## src/rtl/frog_game_ctrl.sv

```systemverilog
// Frog game controller: turns debounced switch presses into single hop pulses
// (with a hop cooldown), tracks lives and score, and sequences the game
// through idle, play, death/respawn and game-over.
//
// state | meaning
// IDLE  | waiting for any press to start a new game
// PLAY  | frog is live; hops, goals and collisions handled
// DEAD  | frog hit a hazard; respawn timer running, inputs ignored
// OVER  | no lives left; score/lives held until a press returns to IDLE
module frog_game_ctrl #(
   parameter int HOP_COOLDOWN  = 2500000,
   parameter int RESPAWN_DELAY = 12500000,
   parameter int START_LIVES   = 3
) (
   input  logic       i_Clk,
   input  logic       reset,
   input  logic       i_Switch_1,
   input  logic       i_Switch_2,
   input  logic       i_Switch_3,
   input  logic       i_Switch_4,
   input  logic       i_collision,
   input  logic       i_at_goal,
   output logic       o_move_up,
   output logic       o_move_down,
   output logic       o_move_left,
   output logic       o_move_right,
   output logic       o_frog_reset,
   output logic [1:0] o_state,
   output logic [1:0] o_lives,
   output logic [7:0] o_score
);

   localparam int CW = $clog2(HOP_COOLDOWN + 1);
   localparam int DW = $clog2(RESPAWN_DELAY + 1);

   localparam logic [CW-1:0] COOL_LOAD  = CW'(HOP_COOLDOWN);
   // The DEAD state lasts RESPAWN_DELAY cycles: the entry cycle plus the
   // countdown to zero, so the timer is loaded with one less.
   localparam logic [DW-1:0] DEAD_LOAD  = DW'(RESPAWN_DELAY - 1);
   localparam logic [1:0]    LIVES_LOAD = 2'(START_LIVES);

   typedef enum logic [1:0] {
      ST_IDLE = 2'd0,
      ST_PLAY = 2'd1,
      ST_DEAD = 2'd2,
      ST_OVER = 2'd3
   } state_t;

   state_t        state;
   logic [3:0]    sw_cur;
   logic [3:0]    sw_prev;
   logic [3:0]    sw_edge;
   logic [CW-1:0] cooldown;
   logic [DW-1:0] dead_timer;

   // Switch vector order: {right, up, down, left}
   assign sw_cur  = {i_Switch_4, i_Switch_3, i_Switch_2, i_Switch_1};
   assign sw_edge = sw_cur & ~sw_prev;
   assign o_state = state;

   // Previous switch levels; reset high so a switch held through reset
   // does not look like a fresh press once reset is released.
   always_ff @(posedge i_Clk or posedge reset) begin
      if (reset) begin
         sw_prev <= 4'b1111;
      end else begin
         sw_prev <= sw_cur;
      end
   end

   // Game sequencer with registered hop/respawn pulses, lives, score and timers.
   always_ff @(posedge i_Clk or posedge reset) begin
      if (reset) begin
         state        <= ST_IDLE;
         o_move_up    <= 1'b0;
         o_move_down  <= 1'b0;
         o_move_left  <= 1'b0;
         o_move_right <= 1'b0;
         o_frog_reset <= 1'b0;
         o_lives      <= 2'd0;
         o_score      <= 8'd0;
         cooldown     <= '0;
         dead_timer   <= '0;
      end else begin
         o_move_up    <= 1'b0;
         o_move_down  <= 1'b0;
         o_move_left  <= 1'b0;
         o_move_right <= 1'b0;
         o_frog_reset <= 1'b0;

         // Cooldown runs freely in every state; loads below take precedence.
         if (cooldown != '0) begin
            cooldown <= cooldown - CW'(1);
         end

         case (state)
            ST_IDLE: begin
               if (|sw_edge) begin
                  state        <= ST_PLAY;
                  o_frog_reset <= 1'b1;
                  o_lives      <= LIVES_LOAD;
                  o_score      <= 8'd0;
                  cooldown     <= '0;
               end
            end

            ST_PLAY: begin
               if (i_collision) begin
                  state      <= ST_DEAD;
                  dead_timer <= DEAD_LOAD;
                  if (o_lives != 2'd0) begin
                     o_lives <= o_lives - 2'd1;
                  end
               end else if (i_at_goal) begin
                  o_frog_reset <= 1'b1;
                  if (o_score != 8'hFF) begin
                     o_score <= o_score + 8'd1;
                  end
               end else if ((|sw_edge) && (cooldown == '0)) begin
                  cooldown <= COOL_LOAD;
                  // One hop per cycle: up > down > left > right.
                  if (sw_edge[2]) begin
                     o_move_up <= 1'b1;
                  end else if (sw_edge[1]) begin
                     o_move_down <= 1'b1;
                  end else if (sw_edge[0]) begin
                     o_move_left <= 1'b1;
                  end else begin
                     o_move_right <= 1'b1;
                  end
               end
            end

            ST_DEAD: begin
               if (dead_timer == '0) begin
                  if (o_lives == 2'd0) begin
                     state <= ST_OVER;
                  end else begin
                     state        <= ST_PLAY;
                     o_frog_reset <= 1'b1;
                     cooldown     <= '0;
                  end
               end else begin
                  dead_timer <= dead_timer - DW'(1);
               end
            end

            ST_OVER: begin
               if (|sw_edge) begin
                  state <= ST_IDLE;
               end
            end

            default: begin
               state <= ST_IDLE;
            end
         endcase
      end
   end

endmodule
```

## config.mk

```make
export PLATFORM = sky130hd
export DESIGN_NAME = frog_game_ctrl
export DESIGN_NICKNAME = d
export VERILOG_FILES = /design/src/rtl/frog_game_ctrl.sv
export SDC_FILE = /design/constraint.sdc
export NUM_CORES = 1
export LEC_CHECK = 0
export BUFFER_PORTS_ARGS = -buffer_cell sky130_fd_sc_hd__buf_4
export CAP_MARGIN = 25
export CELL_PAD_IN_SITES_DETAIL_PLACEMENT = 2
export CELL_PAD_IN_SITES_GLOBAL_PLACEMENT = 2
export CORE_AREA = 2 2 78 118
export CTS_BUF_LIST = sky130_fd_sc_hd__clkbuf_2
export CTS_CLUSTER_SIZE = 24
export DETAILED_ROUTE_END_ITERATION = 6
export DIE_AREA = 0 0 80 120
export HOLD_SLACK_MARGIN = 0.03
export PLACE_DENSITY_LB_ADDON = 0.1
export SLEW_MARGIN = 20
export SYNTH_ARGS = -nofsm -noshare
export SYNTH_HDL_FRONTEND = slang
export SYNTH_SLANG_ARGS = --single-unit
```

## constraint.sdc

```tcl
create_clock -name i_Clk -period 7.2 [get_ports i_Clk]
set_input_delay 2.16 -clock i_Clk [delete_from_list [all_inputs] [get_ports i_Clk]]
set_output_delay 2.16 -clock i_Clk [all_outputs]
set_load 0.02 [all_outputs]
```

==> flow_summary.json <==
{
  "fin_crit_sh_pct": 48.6,
  "path_max_fanout": 11,
  "synthFlopType": "dfrtp_1",
  "grt_overflow": 0,
  "timing.fmax_mhz": 286,
  "peakVddDrop_uv": 109,
  "htreeDepth": 3,
  "layout_common_cells": "63 x dfrtp_1, 41 x nor2_1, 27 x buf_4",
  "grt_max_degree": 68,
  "synth-edff-count": 0,
  "regArea_um2": 1680,
  "postRouteAntennaNets": 0,
  "netlist_instances": 374,
  "worstPathRequired_ps": 5040,
  "drc": 0,
  "powerDensity_nw_per_um2": 237,
  "p_leak_uw": 0.00162,
  "crit_type": "flip-flop to primary output",
  "synth_area_leaders": "dfrtp_1 44%, xnor2_1 4.8%, nor2_1 4.2%",
  "diodes": 0,
  "synth-seq-area-share_pct": 46.4,
  "insertion_delay_ps": 500,
  "drt_pass1_iterations": 4,
  "cts.repair.resized": 0,
  "cts.path.max_buffers": 2,
  "die-area_um2": 9600,
  "wl_per_cell_um": 20.2,
  "yosysUniqueCellTypes": 59,
  "synth-seq-cells": 67,
  "cp_num_buf_inv": 1,
  "root_buffer": "clkbuf_2",
  "setup_viol": 0,
  "slew_headroom_pct": 42.5,
  "antenna_found_initial": 0,
  "area_growth_pct": 11.2,
  "io_buffer_count": 24,
  "endpoint_kind": "primary output",
  "async_flop_share_pct": 100,
  "cts.sinks": 67,
  "status": "finished, final reports clean",
  "layout.nets": 412,
  "ios": 25,
  "cts_tree": "yes",
  "crit_chain": "buf_4",
  "syn_nets": 387,
  "dp_slack_ps": 3290,
  "crit_arrival_ps": 1340,
  "core_um2": 8620,
  "die_h_um": 120,
  "finClkSkew_ps": 10.3,
  "grt_pass1_wl_mm": 17.1,
  "layout_commonest_cell": "dfrtp_1",
  "multi_input_area_um2": 1840,
  "viasPerCell": 5.84,
  "fillers": 964,
  "fin_ws_ps": 3700,
  "hold_path_class": "flip-flop to flip-flop",
  "clk_pin_slew_ps": 180,
  "dr.first_iter.drc_count": 96,
  "fin_crit_ps": 3500,
  "synth_area_um2": 3620,
  "tightest_slew_ps": 862,
  "vias": 3000,
  "slowest_delay_ps": 610,
  "first_global_vias": 3392,
  "fp.dieW_um": 80,
  "hold_viol": 0,
  "cap_violations": 0,
  "grt_usage_pct": 23.2,
  "dpl.hpwl_mm": 7.58,
  "wl_mm": 10.4,
  "yosysTopAreaCell": "dfrtp_1",
  "cts_hold_buf": 0,
  "globalplace.congestion": 0.771,
  "hold_slack_ps": 524,
  "fin_tns_setup_ps": 0,
  "start_kind": "flip-flop",
  "rsz0062_at_grt": "false",
  "cp_slowest_cell": "dfrtp_1",
  "final-max-slew-violation-count": 0,
  "placementRows": 42,
  "cp_top_family": "flip-flops",
  "post_cts_buffers": 0,
  "syn_area_per_cell_um2": 9.69,
  "yosysWarnings": 0,
  "cts_made_buffers": 9,
  "start_util_pct": 42.0,
  "yosys.area.top_type_share_pct": 43.5,
  "drive_above_1_share_pct": 16.6
}
power breakdown:
| part | switching (uW) | total (uW) | leakage (uW) | internal (uW) |
|---|---|---|---|---|
| Clock | 136 | 250 | 0.0000770 | 114 |
| Combinational | 115 | 204 | 0.000760 | 88.9 |
| Sequential | 70.7 | 502 | 0.000780 | 431 |
| Total | 322 | 955 | 0.00162 | 633 |
metal layers:
layer	GRT usage (%)	vias up	part of all wire (%)
met1	24.7	1537	38
li1	-	1424	-
met3	3.08	15	1.5
met5	0	-	0
met4	8.05	0	2.0
met2	45.2	24	59
worst paths after layout:
| kind | cells past startpoint | slack (ps) | startpoint | end |
|---|---|---|---|---|
| worst max-delay path | 1 | 3700 | o_state[1] | o_state[1] |
| worst min-delay path | 1 | 520 | dead_timer[23] | dead_timer[23] |
| worst max register to register | 5 | 4130 | cooldown[6] | o_move_left |
| worst min register to register | 1 | 520 | dead_timer[23] | dead_timer[23] |
| max in group asynchronous | 3 | 4750 | reset | cooldown[21] |
| min in group asynchronous | 3 | 1880 | reset | dead_timer[6] |
synthesized netlist by cell type, types with 7 or more instances:
cell and number:
dfrtp_1 63, nor2_1 41, nand2_1 26, xnor2_1 20, a21oi_1 17, o21ai_0 16, nand3_1 14, nor3_1 14
nor4_1 13, or3_1 11, inv_1 10, or4_1 10, clkbuf_1 7, nand2b_1 7
per-stage QoR:
stage	util [%]	power (uW)	cell area, um^2	cells
global route	46.7	1020	4030	514
detailed placement	45.2	716	3900	498
floorplan	-	646	3620	374
finish	46.7	955	4030	514
CTS	46.7	971	4030	514
global placement	45.2	702	3900	498
sequential cells by signal, summed over array words and instances (netlist names):
signal / flops
o_move_down: 1
o_score: 8
sw_prev: 4
o_move_left: 1
cooldown: 22
dead_timer: 24
o_move_up: 1
o_frog_reset: 1
o_lives: 2
o_state: 2
o_move_right: 1
cells by family after synthesis:
| group | after synthesis | synth area share [%] |
|---|---|---|
| XOR/XNOR | 25 | 6.04 |
| adder cells (fa/ha/maj) | 5 | 1.73 |
| multiplexers | 6 | 1.66 |
| AO/OA/AOI/OAI | 70 | 13.1 |
| flip-flops | 67 | 46.4 |
| AND/OR/NAND/NOR | 178 | 28.2 |
| buffers and inverters | 23 | 2.80 |
area by class of cell:
class                   instances  area share, %
clock buffers                  10           1.24
clock inverters                 6           1.99
inverters                      10          0.932
multi-input cells             284           45.7
flip-flops and latches         67           41.7
well taps                     110           3.42
repair buffers                 27           5.03
Power figures use the tool's default switching activity.
